File: config.mk
export PLATFORM = sky130hd
export DESIGN_NAME = mem_arbiter
export DESIGN_NICKNAME = d
export VERILOG_FILES = /design/src/rtl/mem_arbiter.sv
export SDC_FILE = /design/constraint.sdc
export NUM_CORES = 1
export LEC_CHECK = 0
export CORE_ASPECT_RATIO = 0.75
export CORE_MARGIN = 4
export CORE_UTILIZATION = 50
export CTS_CLUSTER_SIZE = 8
export DETAILED_ROUTE_END_ITERATION = 10
export DONT_BUFFER_PORTS = 1
export GPL_ROUTABILITY_DRIVEN = 0
export PLACE_DENSITY = 0.73
export REMOVE_ABC_BUFFERS = 1
export SLEW_MARGIN = 15
export SYNTH_ARGS = -nofsm -noshare
export SYNTH_HDL_FRONTEND = slang
export SYNTH_SLANG_ARGS = --single-unit
File: constraint.sdc
create_clock -name clk -period 4.1 [get_ports clk]
set_input_delay 0.41 -clock clk [delete_from_list [all_inputs] [get_ports clk]]
set_output_delay 0.41 -clock clk [all_outputs]
set_load 0.02 [all_outputs]
File: src/rtl/mem_arbiter.sv
// mem_arbiter: shares one block-RAM port between instruction fetch and
// load/store traffic. One transaction at a time, round-robin on contention,
// address/data/we held for the whole memory latency, one-cycle acknowledge.
module mem_arbiter #(
  parameter int AW   = 17,
  parameter int DW   = 32,
  parameter int RLAT = 2
) (
  input  logic          clk,
  input  logic          rst,
  input  logic          i_req,
  input  logic [AW-1:0] i_addr,
  output logic [DW-1:0] i_rdata,
  output logic          i_ack,
  input  logic          d_req,
  input  logic          d_we,
  input  logic [AW-1:0] d_addr,
  input  logic [DW-1:0] d_wdata,
  output logic [DW-1:0] d_rdata,
  output logic          d_ack,
  output logic          m_en,
  output logic          m_we,
  output logic [AW-1:0] m_addr,
  output logic [DW-1:0] m_wdata,
  input  logic [DW-1:0] m_rdata
);

  typedef enum logic [1:0] {
    IDLE  = 2'd0,
    ISSUE = 2'd1,
    WAIT  = 2'd2,
    ACK   = 2'd3
  } state_t;

  // Port identifiers used for the winner latch and last_grant.
  localparam logic GNT_I = 1'b0;
  localparam logic GNT_D = 1'b1;

  state_t        state_q, state_d;
  logic          last_q, last_d;
  logic          gnt_q, gnt_d;
  logic          we_q, we_d;
  logic [AW-1:0] addr_q, addr_d;
  logic [DW-1:0] wdata_q, wdata_d;
  logic [3:0]    cnt_q, cnt_d;
  logic [DW-1:0] i_rdata_q, i_rdata_d;
  logic [DW-1:0] d_rdata_q, d_rdata_d;
  logic          win_d;

  // Next-state, arbitration, latch and read-capture logic.
  always_comb begin
    state_d   = state_q;
    last_d    = last_q;
    gnt_d     = gnt_q;
    we_d      = we_q;
    addr_d    = addr_q;
    wdata_d   = wdata_q;
    cnt_d     = cnt_q;
    i_rdata_d = i_rdata_q;
    d_rdata_d = d_rdata_q;
    win_d     = GNT_I;
    case (state_q)
      IDLE: begin
        if (i_req || d_req) begin
          // Data wins if it is alone, or on contention when fetch went last.
          win_d   = d_req && (!i_req || (last_q == GNT_I));
          gnt_d   = win_d;
          last_d  = win_d;
          we_d    = win_d && d_we;
          addr_d  = win_d ? d_addr : i_addr;
          if (win_d) begin
            wdata_d = d_wdata;
          end
          state_d = ISSUE;
        end
      end
      ISSUE: begin
        if (we_q) begin
          state_d = ACK;
        end else begin
          cnt_d   = 4'(RLAT);
          state_d = WAIT;
        end
      end
      WAIT: begin
        cnt_d = cnt_q - 4'd1;
        // The counter hits zero at this edge: memory data is valid now.
        if (cnt_q == 4'd1) begin
          if (gnt_q == GNT_D) begin
            d_rdata_d = m_rdata;
          end else begin
            i_rdata_d = m_rdata;
          end
          state_d = ACK;
        end
      end
      ACK: begin
        state_d = IDLE;
      end
      default: begin
        state_d = IDLE;
      end
    endcase
  end

  // State and latch registers; reset aborts any transaction in flight.
  always_ff @(posedge clk) begin
    if (rst) begin
      state_q   <= IDLE;
      last_q    <= GNT_I;
      gnt_q     <= GNT_I;
      we_q      <= 1'b0;
      addr_q    <= '0;
      wdata_q   <= '0;
      cnt_q     <= 4'd0;
      i_rdata_q <= '0;
      d_rdata_q <= '0;
    end else begin
      state_q   <= state_d;
      last_q    <= last_d;
      gnt_q     <= gnt_d;
      we_q      <= we_d;
      addr_q    <= addr_d;
      wdata_q   <= wdata_d;
      cnt_q     <= cnt_d;
      i_rdata_q <= i_rdata_d;
      d_rdata_q <= d_rdata_d;
    end
  end

  // Outputs are pure decodes of registered state, never of the requests.
  always_comb begin
    m_en    = (state_q == ISSUE);
    m_we    = (state_q == ISSUE) && we_q;
    m_addr  = addr_q;
    m_wdata = wdata_q;
    i_ack   = (state_q == ACK) && (gnt_q == GNT_I);
    d_ack   = (state_q == ACK) && (gnt_q == GNT_D);
    i_rdata = i_rdata_q;
    d_rdata = d_rdata_q;
  end

endmodule

[Yosys cells after proc, flatten, opt, wreduce, memory -nomap -nowiden]
Index checks and enable logic that the tools add are counted.
Word-level totals
  output and inout port bits: 117
  bits in registers: 121
  word-level logic and storage cells: 40
  input port bits: 103
Cells by class
  bitwise operators: 1
  eq/ne operators: 7
  multiplexer cells: 7
  $add $sub $neg: 1
  reductions and logical operators: 16
Operators by type and width (number)
  $mux 17: 1
  $reduce_and 3->1: 3
  $pmux 2 s4: 1
  $pmux 4 s2: 1
  $ne 2x2->1 const B: 3
  $reduce_and 2->1: 3
  $logic_and 1x1->1: 5
  $eq 2x2->1 const B: 2
  $eq 4x1->1 const B: 1
  $mux 2: 2
  $mux 4: 1
  $sub 4x1->4 const B: 1
  $eq 2x1->1 const B: 1
  $logic_not 2->1: 1
  $logic_or 1x1->1: 2
  $reduce_bool 2->1: 1
  $logic_not 1->1: 1
  $mux 1: 1
  $not 1->1: 1

[Depth between registers and ports, before layout]
Gate-level depths: netlist of run 1.
  depth after elaboration: 4
  depth in mapped cells: 8
  gate-level depth less buffers: 7

[Worst setup path after synthesis of run 1]
No wires, ideal clock.
  kind: flip-flop to flip-flop
  from: register state_q[0]
  to: register i_rdata_q[1], in the netlist i_rdata[1]
  arrival: 1472 ps
  cell stages (with the launch flop): 8
  path slack: 2493 ps
  data required time: 3965 ps
  buffers on the path: 1
  library setup time: 135 ps
  period minus slack after synthesis: 1607 ps
  cells stage by stage: dfxtp_1 inv_1 ha_1 and4bb_1 or2b_4 clkbuf_8 nand2_1 a21oi_1
On the way
  word-level cells in the longest chain between the ends: 2
Ends and longest elaborated chain
  start: declaration: RTL line 39  | state_t state_q, state_d;
  start signal: assignment: RTL line 119  | state_q <= state_d;
  $eq 2x2->1: RTL line 62  | case (state_q)
  $reduce_and 3->1 (no line)
  end signal: assignment: RTL line 126  | i_rdata_q <= i_rdata_d;
  end: declaration: RTL line 46  | logic [DW-1:0] i_rdata_q, i_rdata_d;
No other way between the ends.
A chain may end at the register's enable or synchronous reset.

[Worst setup path after layout of run 1]
  from: register state_q[0]
  to: register d_rdata_q[21], in the netlist d_rdata[21]
On the way
  word-level cells in the longest chain between the ends: 2
Ends and longest elaborated chain
  $eq 2x2->1: RTL line 62
  $reduce_and 3->1 (no line)
  end signal: assignment: RTL line 127  | d_rdata_q <= d_rdata_d;
  end: declaration: RTL line 47  | logic [DW-1:0] d_rdata_q, d_rdata_d;
No other way between the ends.

==> results of run 1 <==
[cell families (layout without fill, tap and decap cells)]
logic type	after synthesis	in the layout	synth area share, %
and+or+nand+nor	233	233	19.4
AOI/OAI and AO/OA	129	129	17.4
DFF	121	121	51.0
buffers and inverters	45	38	6.32
muxes	19	19	4.03
adders and majority gates	7	7	1.84
[worst paths after layout]
path | start | end | cells after the start
worst min-delay path | rst | i_rdata[2]$_SDFFE_PP0P_ | 1
worst min register to register | cnt_q[1]$_SDFFE_PP0P_ | cnt_q[1]$_SDFFE_PP0P_ | 2
worst max register to register | state_q[0]$_SDFFE_PP0P_ | d_rdata[21]$_SDFFE_PP0P_ | 6
worst max-delay path | state_q[0]$_SDFFE_PP0P_ | d_rdata[21]$_SDFFE_PP0P_ | 6
[per-layer routing]
layer | part of all wire, % | vias to the layer above | wire [µm] | track usage [%]
li1 | - | 1787 | - | -
met1 | 39 | 1648 | 4490 | 21.7
met2 | 46 | 178 | 5310 | 32.2
met3 | 13 | 21 | 1440 | 11.1
met4 | 2.5 | 0 | 285 | 9.25
met5 | 0 | - | 0 | 0
[layout make-up]
| cell class | instances | area share (%) |
|---|---|---|
| Clock inverter | 12 | 3.11 |
| Timing Repair Buffer | 1 | 0.143 |
| Clock buffer | 20 | 8.67 |
| Multi-Input combinational cell | 388 | 38.7 |
| Inverter | 5 | 0.356 |
| Sequential cell | 121 | 46.0 |
| Tap cell | 128 | 3.04 |
[sequential cells by signal (all words and copies together), names as in the netlist]
name / count
cnt_q: 4
d_rdata: 32
gnt_q: 1
i_rdata: 32
m_addr: 17
m_wdata: 32
state_q: 2
we_q: 1
[critical path: stages (launching register included)]
cell and delay, ns:
dfxtp_1 0.37, inv_1 0.11, ha_1 0.31, and4bb_1 0.26
nand2_1 0.77, nand2_1 0.19, a21oi_2 0.18
[report_power, final]
| part | internal, mW | total, mW | switching, mW |
|---|---|---|---|
| logic | 0.190 | 0.494 | 0.305 |
| registers | 1.32 | 1.56 | 0.247 |
| clock network | 0.995 | 1.53 | 0.536 |
| total | 2.50 | 3.59 | 1.09 |
[cells in the final DEF, fill, tap and decap left out, types with 2 or more instances in the layout]
cell type / netlist / layout
clkbuf_8: 1 / 2
and2_1: 3 / 2
a22oi_1: 4 / 4
a21oi_2: 29 / 29
clkbuf_16: 0 / 17
dfxtp_1: 121 / 121
clkinvlp_4: 0 / 4
inv_6: 0 / 3
mux2i_1: 18 / 18
bufinv_16: 0 / 3
ha_1: 7 / 7
a21oi_1: 72 / 72
nor2b_1: 3 / 2
o21ai_0: 3 / 3
clkinv_4: 0 / 2
a211oi_1: 17 / 17
nand2_1: 197 / 197
nor2_1: 23 / 23
inv_1: 5 / 5
[metrics by stage]
stage | worst slack, ns | util (%) | power, mW | instance area (µm²) | std cells
after CTS | 1.67 | 57.4 | 3.61 | 5260 | 675
after global placement | 1.83 | 50.6 | 2.05 | 4640 | 643
final | 1.83 | 57.5 | 3.59 | 5270 | 675
after detailed placement | 1.68 | 50.6 | 2.08 | 4640 | 643
after global routing | 1.63 | 57.5 | 3.76 | 5270 | 675
after floorplan | 1.84 | - | 1.95 | 4470 | 514
==> impl_metrics.env, run 1 <==
export IMPL_critPathMaxFanout=32
export IMPL_async_reset_ff_share_pct=0
export IMPL_cts_tree="yes"
export IMPL_ios=220
export IMPL_wl_um=11500
export IMPL_status="finished, final reports clean"
export IMPL_multi_input_area_mm2=0.00204
export IMPL_holdCritPathClass="input pin to flip-flop"
export IMPL_clock_latency_ns=0.41
export IMPL_clock_sinks=121
export IMPL_first_global_vias=3584
export IMPL_ant_nets=0
export IMPL_drt_iter0_drc=192
export IMPL_antenna_found_initial=0
export IMPL_io_buffers=0
export IMPL_regArea_mm2=0.00242
export IMPL_worst_pin_slew_ns=1.13
export IMPL_rsz0062_at_grt="false"
export IMPL_worstPathRequired_ns=4.44
export IMPL_ir_drop_mv=0.259
export IMPL_cts_resized=0
export IMPL_worstPathArrival_ns=2.61
export IMPL_synth_seq_area_share_pct=51.0
export IMPL_pwr_density_cell_mw_per_mm2=682
export IMPL_via_per_inst=5.38
export IMPL_grt_max_degree=122
export IMPL_maxSlewHeadroom_pct=24.3
export IMPL_vias=3634
export IMPL_critPathCaptureType="flip-flop"
export IMPL_nets=644
export IMPL_syn_cell_area_mm2=0.00475
export IMPL_post_cts_buffers=0
export IMPL_cts_path_max_buffers=2
export IMPL_crit_type="flip-flop to flip-flop"
export IMPL_finalHoldViolations=0
export IMPL_synth_area_leader_cell="dfxtp_1"
export IMPL_initial_core_util_pct=51.8
export IMPL_cts_reportedPaths_clkPinSlew_ns=0.06
export IMPL_synth_cell_type_count=30
export IMPL_synth_area_leaders="dfxtp_1 (51%), nand2_1 (16%), a21oi_1 (7.6%), a21oi_2 (5.3%), mux2i_1 (3.8%)"
export IMPL_cts_buffers=17
export IMPL_setup_viol=0
export IMPL_die_area_mm2=0.0111
export IMPL_synthTopCellsByCount="nand2_1 (197), dfxtp_1 (121), a21oi_1 (72)"
export IMPL_layout_drive_gt1_share_pct=12.4
export IMPL_dieHeight_um=92.4
export IMPL_netlist_instances=554
export IMPL_maxSlewViolCount=0
export IMPL_dr_pass1_iters=4
export IMPL_max_freq_mhz=440
export IMPL_synth_avg_cell_area_um2=8.57
export IMPL_min_period_over_period_pct=55.4
export IMPL_core_area_mm2=0.00916
export IMPL_drc=0
export IMPL_synth_most_common_cell="nand2_1"
export IMPL_routedWlPerCell_um=17.1
export IMPL_leakage_nw=1.85
export IMPL_cts_htree_levels=4
export IMPL_fin_crit_ns=2.27
export IMPL_layout_area_overhead_vs_synth_pct=10.9
export IMPL_diodes=0
export IMPL_grt_usage_pct=20.1
export IMPL_die_w_um=121
export IMPL_hold_buffers=0
export IMPL_maxCapViolCount=0
export IMPL_core_rowCount=30
export IMPL_clockRootBuffer="clkbuf_16"
export IMPL_synth_edf_count=0
export IMPL_finalClockSkew_ns=0.0106
export IMPL_startpoint_type="flip-flop"
export IMPL_nFillCells=816
export IMPL_rrSetupSlack_ns=1.83
export IMPL_yosys_warnings=0
export IMPL_synth_seq_cells=121
export IMPL_yosys_most_used_dff="dfxtp_1"
export IMPL_grt_pass1_wl_um=17700
export IMPL_dp_hpwl_um=7880
export IMPL_holdWs_ns=0.0670
export IMPL_grt_remaining_overflow=0
export IMPL_setup_tns_ns=0
export IMPL_yosys_area_top_type_share_pct=51.0
No activity file was read; power rests on OpenSTA's default activity.
==> run 2: changes to the inputs <==
Settings changed: ABC_AREA from default to 1.
Clock period 4.1 ns to 2.1 ns, I/O delays scaled along.
==> impl_metrics.env, run 2 <==
export IMPL_status="finished, final reports clean"
export IMPL_diodes=0
export IMPL_r2r_end="d_rdata[21]$_SDFFE_PP0P_"
export IMPL_dp_cells=743
export IMPL_synth_area_leader_cell="dfxtp_1"
export IMPL_finalClockSkew_ns=0.0107
export IMPL_min_from="m_rdata[0]"
export IMPL_rrSetupSlack_ns=0.12
export IMPL_clock_sinks=121
export IMPL_worstPathArrival_ns=2.32
export IMPL_final_cell_area_mm2=0.00613
export IMPL_layout_commonest_cell="nor2_1"
export IMPL_syn_cell_area_mm2=0.00481
export IMPL_crit_path_end="d_rdata[21]$_SDFFE_PP0P_"
export IMPL_holdCritPathClass="input pin to flip-flop"
export IMPL_synth_area_leaders="dfxtp_1 (50%), nor2_1 (15%), nand2_1 (6.7%), o21ai_0 (6.5%), nand4_1 (4.2%)"
export IMPL_startpoint_type="flip-flop"
export IMPL_synthTopCellsByCount="nor2_1 (190), dfxtp_1 (121), nand2_1 (86)"
export IMPL_core_area_mm2=0.00920
export IMPL_synth_most_common_cell="nor2_1"
export IMPL_netlist_instances=649
export IMPL_cts_path_max_buffers=2
export IMPL_first_global_vias=4199
export IMPL_via_per_inst=5.31
export IMPL_place_area_mm2=0.00480
export IMPL_core_rowCount=30
export IMPL_critPathMaxFanout=32
export IMPL_finalHoldViolations=0
export IMPL_initial_core_util_pct=52.3
export IMPL_cts_reportedPaths_clkPinSlew_ns=0.05
export IMPL_io_buffers=0
export IMPL_vias=4467
export IMPL_synth_cell_type_count=20
export IMPL_yosys_warnings=0
export IMPL_pwr_density_cell_mw_per_mm2=1330
export IMPL_layout_area_overhead_vs_synth_pct=27.6
export IMPL_wl_um=13400
export IMPL_crit_type="flip-flop to flip-flop"
export IMPL_clock_latency_ns=0.40
export IMPL_crit_path_start="state_q[0]$_SDFFE_PP0P_"
export IMPL_synth_edf_count=0
export IMPL_synth_seq_cells=121
export IMPL_min_period_over_period_pct=94.4
export IMPL_critPathCaptureType="flip-flop"
export IMPL_grt_remaining_overflow=0
export IMPL_yosys_area_top_type_share_pct=50.4
export IMPL_reg2reg_from="state_q[0]$_SDFFE_PP0P_"
export IMPL_holdWs_ns=0.0195
export IMPL_dr_pass1_iters=5
export IMPL_yosys_most_used_dff="dfxtp_1"
export IMPL_instances_no_fill=841
export IMPL_worstRegToRegCells=9
export IMPL_highest_layer="met4"
export IMPL_clockRootBuffer="clkbuf_16"
export IMPL_max_freq_mhz=504
export IMPL_grt_usage_pct=23.2
export IMPL_synth_seq_area_share_pct=50.4
export IMPL_die_area_mm2=0.0113
export IMPL_route_met3_wl_um=1170
export IMPL_ios=220
export IMPL_nets=811
export IMPL_cts_htree_levels=4
export IMPL_routedWlPerCell_um=15.9
export IMPL_ir_drop_mv=0.773
export IMPL_grt_pass1_wl_um=20900
export IMPL_preCtsSetupSlack_ns=0.362
export IMPL_final_cell_mix="nor2_1 (190), dfxtp_1 (121), nand2_1 (86)"
export IMPL_rsz0062_at_grt="false"
export IMPL_fin_ws_ns=0.118
export IMPL_layout_drive_gt1_share_pct=7.29
export IMPL_drt_iter0_drc=339
export IMPL_async_reset_ff_share_pct=0
export IMPL_worst_pin_slew_ns=0.621
export IMPL_worstPathRequired_ns=2.44
export IMPL_synth_avg_cell_area_um2=7.41
export IMPL_setup_viol=0
export IMPL_drc=0
export IMPL_die_w_um=121
export IMPL_dieHeight_um=92.9
export IMPL_final_util_pct=66.7
export IMPL_leakage_nw=2.54
export IMPL_antenna_found_initial=0
export IMPL_maxSlewViolCount=0
export IMPL_grt_max_degree=46
export IMPL_maxCapViolCount=0
export IMPL_fin_crit_ns=1.98
export IMPL_met2_length_um=6910
export IMPL_cts_buffers=17
export IMPL_maxSlewHeadroom_pct=58.6
export IMPL_power_total_mw=8.15
export IMPL_wl_met1_um=4950
export IMPL_setup_tns_ns=0
export IMPL_ant_nets=0
export IMPL_dp_hpwl_um=8390
export IMPL_cts_tree="yes"
run 2: cell types whose count changed after synthesis, sizes merged, moves of 3 or more:
| cell | previous run | this run |
|---|---|---|
| a21oi | 101 | 39 |
| inv | 5 | 36 |
| nand2 | 197 | 87 |
| nor2 | 23 | 192 |
| mux2i | 18 | 0 |
| nor2b | 3 | 0 |
| a22oi | 4 | 0 |
| and2 | 3 | 0 |
| o21ai | 3 | 85 |
| nand4 | 0 | 32 |
| a211oi | 17 | 0 |
| nand3 | 0 | 6 |
run 2: repair_timing:
action / in CTS / in global routing
hold buffers: 67 / 0
setup endpoints to repair: 0 / 1
hold endpoints to repair: 97 / 0
gates resized for setup: 0 / 8
buffers inserted: 0 / 0
run 2: layer usage:
metal	vias to the layer above	track usage, %
li1	2189	-
met3	30	7.57
met5	-	0
met2	212	41.7
met4	0	10.7
met1	2036	24.6
run 2: critical path: stages, from the launching register on:
cell           delay [ns]
dfxtp_1              0.39
inv_2                0.10
ha_4                 0.19
nand2_1              0.08
inv_2                0.05
nand3_1              0.10
buf_12               0.20
nand2_1              0.08
a21oi_1              0.15
dlygate4sd3_1        0.57
run 2: power by group:
group	leakage, nW	internal (mW)	switching, mW
Clock	0.306	2.01	0.953
Combinational	1.24	0.575	1.20
Sequential	0.987	2.70	0.706
Total	2.54	5.29	2.86
run 2: logic make-up (layout without fill, tap and decap cells):
family / count (synthesis) / after routing / share of synthesized area (%)
AOI/OAI and AO/OA: 124 / 124 / 13.0
adders and majority gates: 7 / 7 / 1.82
buffers and inverters: 80 / 144 / 7.78
DFF: 121 / 121 / 50.4
and+or+nand+nor: 317 / 317 / 27.0
run 2: how the worst min path moves through the flow:
| stage | to | slack, ns | depth (start not counted) |
|---|---|---|---|
| finish | i_rdata[0]$_SDFFE_PP0P_ | 0.02 | 2 |
| global route | i_rdata[0]$_SDFFE_PP0P_ | 0.02 | 2 |
| CTS | i_rdata[0]$_SDFFE_PP0P_ | 0.009 | 2 |
| detailed placement | d_rdata[21]$_SDFFE_PP0P_ | 0.29 | 1 |
| global placement | d_rdata[13]$_SDFFE_PP0P_ | 0.28 | 1 |
| floorplan | d_rdata[0]$_SDFFE_PP0P_ | 0.28 | 1 |
run 2: layout make-up:
type / count / area [µm²]
fillers: 763 / 3060
flip-flops and latches: 121 / 2420
multi-input cells: 448 / 2020
repair buffers: 77 / 776
clock buffers: 24 / 502
well taps: 128 / 160
inverters: 36 / 135
clock inverters: 7 / 114
